## src/rtl/writeback_pkg.sv

```systemverilog
// Purpose : shared defaults and the result-entry type for the writeback path.
// Latency : n/a (types and constants only).
// Backpressure: n/a.
package writeback_pkg;

    localparam int WB_ADDRESS_WIDTH = 5;
    localparam int WB_DATA_WIDTH    = 32;

    // One queued long-latency result: destination register and its value.
    typedef struct packed {
        logic [WB_ADDRESS_WIDTH-1:0] addr;
        logic [WB_DATA_WIDTH-1:0]    data;
    } wb_entry_t;

endpackage

```

## src/rtl/sync_fifo.sv

```systemverilog
// Purpose : synchronous FIFO of result entries (entry type is a parameter).
// Latency : a push becomes visible at the head one edge later; pop is same-edge.
// Backpressure: full blocks pushes, empty blocks pops (both ignored, not errors).
//
// Ports: clk/rst (async, active-high); push/push_dat write side;
//        pop/head read side (head valid when !empty); full/empty status.
module sync_fifo
    import writeback_pkg::*;
#(
    parameter int  DEPTH   = 4,
    parameter type entry_t = wb_entry_t
) (
    input  logic   clk,
    input  logic   rst,
    input  logic   push,
    input  entry_t push_dat,
    input  logic   pop,
    output entry_t head,
    output logic   full,
    output logic   empty
);

    localparam int PTR_W = $clog2(DEPTH);
    localparam int CNT_W = PTR_W + 1;
    localparam logic [PTR_W-1:0] PTR_ONE = 1;
    localparam logic [CNT_W-1:0] CNT_ONE = 1;

    entry_t           mem [DEPTH];
    logic [PTR_W-1:0] wr_ptr;
    logic [PTR_W-1:0] rd_ptr;
    // Pointers alone alias full and empty; the count tells them apart.
    logic [CNT_W-1:0] count;
    logic             do_push;
    logic             do_pop;

    assign full    = (count == CNT_W'(DEPTH));
    assign empty   = (count == '0);
    assign do_push = push & ~full;
    assign do_pop  = pop & ~empty;
    assign head    = mem[rd_ptr];

    // Storage carries no reset: occupancy is tracked by count alone.
    always_ff @(posedge clk) begin
        if (do_push) begin
            mem[wr_ptr] <= push_dat;
        end
    end

    always_ff @(posedge clk or posedge rst) begin
        if (rst) begin
            wr_ptr <= '0;
            rd_ptr <= '0;
            count  <= '0;
        end else begin
            if (do_push) begin
                wr_ptr <= wr_ptr + PTR_ONE;
            end
            if (do_pop) begin
                rd_ptr <= rd_ptr + PTR_ONE;
            end
            case ({do_push, do_pop})
                2'b10:   count <= count + CNT_ONE;
                2'b01:   count <= count - CNT_ONE;
                default: count <= count;
            endcase
        end
    end

endmodule

```

## src/rtl/writeback_arbiter.sv

```systemverilog
// Purpose : sole driver of the register-file write port; merges primary and
//           queued long-latency results and keeps the operand busy scoreboard.
// Latency : primary 1 cycle; secondary >= 2 cycles (FIFO then output register).
// Backpressure: primary never stalls; secondary sees SREADY_o=0 when FIFO full.
//
// Ports: PWE_i/PAD_i/PWD_i primary write; ISSUE_i/ISSUE_AD_i long-latency issue;
//        SVALID_i/SAD_i/SWD_i/SREADY_o secondary result handshake;
//        AD1_i/AD2_i/STALL_o decode operand check; AD3_o/WE3_o/WD3_o write port.
module writeback_arbiter
    import writeback_pkg::*;
#(
    parameter int ADDRESS_WIDTH = WB_ADDRESS_WIDTH,
    parameter int DATA_WIDTH    = WB_DATA_WIDTH,
    parameter int FIFO_DEPTH    = 4
) (
    input  logic                     clk,
    input  logic                     rst,
    input  logic                     PWE_i,
    input  logic [ADDRESS_WIDTH-1:0] PAD_i,
    input  logic [DATA_WIDTH-1:0]    PWD_i,
    input  logic                     ISSUE_i,
    input  logic [ADDRESS_WIDTH-1:0] ISSUE_AD_i,
    input  logic                     SVALID_i,
    input  logic [ADDRESS_WIDTH-1:0] SAD_i,
    input  logic [DATA_WIDTH-1:0]    SWD_i,
    output logic                     SREADY_o,
    input  logic [ADDRESS_WIDTH-1:0] AD1_i,
    input  logic [ADDRESS_WIDTH-1:0] AD2_i,
    output logic                     STALL_o,
    output logic [ADDRESS_WIDTH-1:0] AD3_o,
    output logic                     WE3_o,
    output logic [DATA_WIDTH-1:0]    WD3_o
);

    localparam int NREG = 2 ** ADDRESS_WIDTH;

    typedef struct packed {
        logic [ADDRESS_WIDTH-1:0] addr;
        logic [DATA_WIDTH-1:0]    data;
    } entry_t;

    entry_t          push_dat;
    entry_t          head;
    logic            fifo_full;
    logic            fifo_empty;
    logic            prim_active;
    logic            pop;
    logic            sec_q;      // the write now on the port came from the FIFO
    logic [NREG-1:0] busy;
    logic [NREG-1:0] busy_next;
    logic            clear_now;

    // Writes to x0 are no-ops, so they leave the port free for the FIFO.
    assign prim_active = PWE_i & (PAD_i != '0);
    assign pop         = ~prim_active & ~fifo_empty;
    assign SREADY_o    = ~fifo_full;
    assign push_dat    = '{addr: SAD_i, data: SWD_i};

    sync_fifo #(
        .DEPTH   (FIFO_DEPTH),
        .entry_t (entry_t)
    ) u_fifo (
        .clk      (clk),
        .rst      (rst),
        .push     (SVALID_i),
        .push_dat (push_dat),
        .pop      (pop),
        .head     (head),
        .full     (fifo_full),
        .empty    (fifo_empty)
    );

    // Output register. A popped x0 entry is consumed but never written.
    always_ff @(posedge clk or posedge rst) begin
        if (rst) begin
            WE3_o <= 1'b0;
            AD3_o <= '0;
            WD3_o <= '0;
            sec_q <= 1'b0;
        end else if (prim_active) begin
            WE3_o <= 1'b1;
            AD3_o <= PAD_i;
            WD3_o <= PWD_i;
            sec_q <= 1'b0;
        end else if (pop) begin
            WE3_o <= (head.addr != '0);
            AD3_o <= head.addr;
            WD3_o <= head.data;
            sec_q <= 1'b1;
        end else begin
            WE3_o <= 1'b0;
            sec_q <= 1'b0;
        end
    end

    // The busy bit drops on the same edge the register file commits, so the
    // first cycle without a stall already reads the new value.
    assign clear_now = WE3_o & sec_q;

    always_comb begin
        busy_next = busy;
        if (clear_now) begin
            busy_next[AD3_o] = 1'b0;
        end
        // Applied after the clear so a same-edge re-issue keeps the bit set.
        if (ISSUE_i) begin
            busy_next[ISSUE_AD_i] = 1'b1;
        end
        busy_next[0] = 1'b0;
    end

    always_ff @(posedge clk or posedge rst) begin
        if (rst) begin
            busy <= '0;
        end else begin
            busy <= busy_next;
        end
    end

    assign STALL_o = ((AD1_i != '0) & busy[AD1_i]) | ((AD2_i != '0) & busy[AD2_i]);

    // Re-issuing to a destination whose result is still outstanding is illegal,
    // except on the very edge that result commits.
    a_no_double_issue : assert property (@(posedge clk) disable iff (rst)
        !(ISSUE_i && (ISSUE_AD_i != '0) && busy[ISSUE_AD_i]
          && !(clear_now && (AD3_o == ISSUE_AD_i))));

endmodule

```

## config.mk

```make
export PLATFORM = sky130hd
export DESIGN_NAME = writeback_arbiter
export DESIGN_NICKNAME = d
export VERILOG_FILES = /design/src/rtl/writeback_pkg.sv /design/src/rtl/sync_fifo.sv /design/src/rtl/writeback_arbiter.sv
export SDC_FILE = /design/constraint.sdc
export NUM_CORES = 1
export LEC_CHECK = 0
export ABC_AREA = 1
export BUFFER_PORTS_ARGS = -buffer_cell sky130_fd_sc_hd__buf_4
export CAP_MARGIN = 0
export CORE_ASPECT_RATIO = 0.9
export CORE_MARGIN = 3
export CORE_UTILIZATION = 30
export CTS_BUF_LIST = sky130_fd_sc_hd__clkbuf_16
export CTS_CLUSTER_SIZE = 25
export DETAILED_ROUTE_END_ITERATION = 7
export GPL_TIMING_DRIVEN = 0
export SLEW_MARGIN = 25
export SYNTH_ARGS = -nofsm -noshare
export SYNTH_HDL_FRONTEND = slang
export SYNTH_SLANG_ARGS = --single-unit
```

## constraint.sdc

```tcl
create_clock -name clk -period 4.5 [get_ports clk]
set_input_delay 1.125 -clock clk [delete_from_list [all_inputs] [get_ports clk]]
set_output_delay 1.125 -clock clk [all_outputs]
set_load 0.05 [all_outputs]
```

==> results.sh <==
export IMPL_clock_path_buffers=3
export IMPL_hold_path_startpoint="busy[14]"
export IMPL_cp_start_kind="input port"
export IMPL_io_pins=134
export IMPL_syn_inst=927
export IMPL_synthTopCellsByCount="nand2_1 (155), edfxtp_1 (148), nor2_1 (108)"
export IMPL_seqPwrFrac_pct=37.4
export IMPL_hold_path_depth=2
export IMPL_maxCapViolCount=0
export IMPL_antenna_cells=0
export IMPL_grt_pass1_vias=7372
export IMPL_drtAntennaViolNets=0
export IMPL_leakage_nw=4.94
export IMPL_fin_crit_sh_pct=77.8
export IMPL_clkPwrFrac_pct=24.5
export IMPL_core_area_mm2=0.0314
export IMPL_vdd_ir_drop_worst_mv=0.440
export IMPL_slew_viol_final=0
export IMPL_maxSlewHeadroom_pct=56.9
export IMPL_initial_core_util_pct=30.9
export IMPL_h_tree_depth=1
export IMPL_wire_per_inst_um=17.7
export IMPL_fin_nets=1191
export IMPL_power_internal_mw=5.02
export IMPL_max_stage_delay_ns=0.19
export IMPL_clk_pin_slew_ns=0.05
export IMPL_drt_iter0_drc=557
export IMPL_cts_hold_fix_buffers=0
export IMPL_p_per_area_mw_per_mm2=679
export IMPL_cp_arrival_ns=2.38
export IMPL_cts_root_buf="clkbuf_16"
export IMPL_hold_path_end="busy[14]"
export IMPL_post_cts_setup_buffers=0
export IMPL_timing_rr_end="u_fifo.count[2]"
export IMPL_crit_fanout=10
export IMPL_p_comb_share_pct=38.0
export IMPL_critPathBufInv=5
export IMPL_hold_path_class="reg -> reg"
export IMPL_cts_buffers_inserted=25
export IMPL_drc=0
export IMPL_num_rows=61
export IMPL_syn_nets=1027
export IMPL_total_power_mw=8.28
export IMPL_synth_top_area_cell="edfxtp_1"
export IMPL_reg2reg_depth=9
export IMPL_dp_slack_ns=1.03
export IMPL_rsz0062_at_grt="false"
export IMPL_p_switching_mw=3.26
export IMPL_synth_seq_cells=225
export IMPL_ys_warn_count=0
export IMPL_grt_ovfl_total=0
export IMPL_drive_gt1_share_pct=20.9
export IMPL_port_buffers=131
export IMPL_fmax_mhz=286
export IMPL_crit_chain="buf_2 > inv_2 > buf_4 > nand2_1 > nand3_1 > nand3_1 > nand3_1 > nand2_1 > nand2_1 > nand2_1 > inv_1 > nand2_1 > buf_4"
export IMPL_viasPerCell=4.89
export IMPL_synth_most_common_cell="nand2_1"
export IMPL_synth_area_per_cell_um2=10.4
export IMPL_status="complete, no violations"
export IMPL_cts_resized=0
export IMPL_finalCriticalPeriod_ns=3.50
export IMPL_async_flop_share_pct=34.2
export IMPL_setup_ws_ns=1.00
export IMPL_hold_viol_final=0
export IMPL_wl_um=26800
export IMPL_tritoncts="done"
export IMPL_required_ns=3.38
export IMPL_insertion_delay_ns=0.52
export IMPL_swShare_pct=39.4
export IMPL_fp_dieW_um=195
export IMPL_crit_type="in -> out"
export IMPL_grt_first_pass_wirelength_um=41700
export IMPL_num_vias=7421
export IMPL_synth_seq_area_share_pct=65.8
export IMPL_rrSetupSlack_ns=2.19
export IMPL_hpwl_um=18700
export IMPL_synth_edf_count=148
export IMPL_setup_tns_final_ns=0
export IMPL_synth_flop_cell="edfxtp_1"
export IMPL_gp_congestion=0.888
export IMPL_crit_start="AD1_i[0]"
export IMPL_area_delta_synth_final_pct=25.8
export IMPL_netlist_area_mm2=0.00969
export IMPL_antenna_found_initial=3
export IMPL_synthTopCellsByArea="edfxtp_1 (46%), dfrtp_1 (20%), nand2_1 (6.0%), o21ai_0 (5.5%), nor2_1 (4.2%)"
export IMPL_die_h_um=176
export IMPL_slowest_stage="buf_2"
export IMPL_grt_usage_pct=15.2
export IMPL_drt_pre_antenna_iters=5
export IMPL_dieArea_mm2=0.0345
export IMPL_synth_top_area_share_pct=45.9
export IMPL_fin_skew_ns=0.0251
export IMPL_rr_startpoint="u_fifo.count[0]"
export IMPL_cts_sinks=225
export IMPL_crit_path_end_kind="output pin"
export IMPL_synth_cell_type_count=29
export IMPL_cp_top_family="buffers and inverters"
export IMPL_tightestPinTransition_ns=0.644
export IMPL_grt_max_degree=48
export IMPL_crit_path_frequent_cell="nand2_1"
export IMPL_setup_viol=0
==> sequential cells by signal, indices dropped and copies added (netlist names) <==
register	cells
u_fifo.mem	148
WD3_o	32
busy	31
AD3_o	5
u_fifo.count	3
u_fifo.rd_ptr	2
u_fifo.wr_ptr	2
WE3_o	1
sec_q	1
==> routing by layer <==
layer  GRT usage, %  part of all wire (%)  wire length (um)  up-vias
met2           25.0                    46             12500      271
met5              0                  0.19                51        -
met3           4.64                   9.2              2470       37
met4           2.79                   1.1               295        6
li1               -                     -                 -     3562
met1           20.0                    43             11600     3545
==> how the worst max path moves through the flow <==
stage	cells after the start	end
finish	13	STALL_o
global route	13	STALL_o
CTS	13	STALL_o
detailed placement	13	STALL_o
global placement	3	u_fifo.mem[0][7]
floorplan	12	STALL_o
==> placed cells by master (no fill, tap or decap), drive strengths merged <==
master    instances
buf             175
o21ai           163
nand2           157
edfxtp          148
nor2            109
dfrtp            77
nand3            77
inv              66
a21oi            34
o22ai            32
clkbuf           30
clkinv           11
o211ai            7
ha                5
xor2              3
clkinvlp          3
bufinv            3
a31oi             2
xnor2             2
nor3              2
nand4             1
o22a              1
fa                1
==> cells by family after synthesis <==
group                      synth area share, %
xor gates and xnor gates                 0.452
and+or+nand+nor                           14.8
adders and majority gates                0.853
buffers and inverters                     4.90
AOI/OAI and AO/OA                         13.3
DFF                                       65.8
==> final cells by class <==
type                    instances  area, um2
clock buffers                  26        651
well taps                     409        512
inverters                      64        243
plain buffers                  42        234
fillers                      3084      19200
clock inverters                19        180
flip-flops and latches        225       6370
multi-input cells             596       2870
repair buffers                137       1130
==> stage by stage <==
stage / util, % / instances / hold slack, ns / instance area [um2]
2_1_floorplan: - / 927 / 0.474 / 9690
3_3_place_gp: 35.6 / 1467 / 0.494 / 11200
3_5_place_dp: 36.2 / 1473 / 0.507 / 11400
4_1_cts: 38.8 / 1518 / 0.521 / 12200
5_1_grt: 38.8 / 1518 / 0.536 / 12200
6_report: 38.8 / 1518 / 0.514 / 12200
==> power by group through the flow <==
stage          combinational (mW)  clock, mW  sequential [mW]
6_report                     3.15       2.03             3.10
2_1_floorplan                1.52          0             3.63
3_5_place_dp                 3.16          0             3.13
3_3_place_gp                 3.03          0             3.16
4_1_cts                      3.17       2.07             3.10
5_1_grt                      3.44       2.16             3.16
==> tightest hold or removal path: stages (launching register included) <==
cell and delay (ns):
dfrtp_1 0.34, o21ai_0 0.07, o21ai_0 0.07
Note: power is estimated with default switching activity, not from simulation.
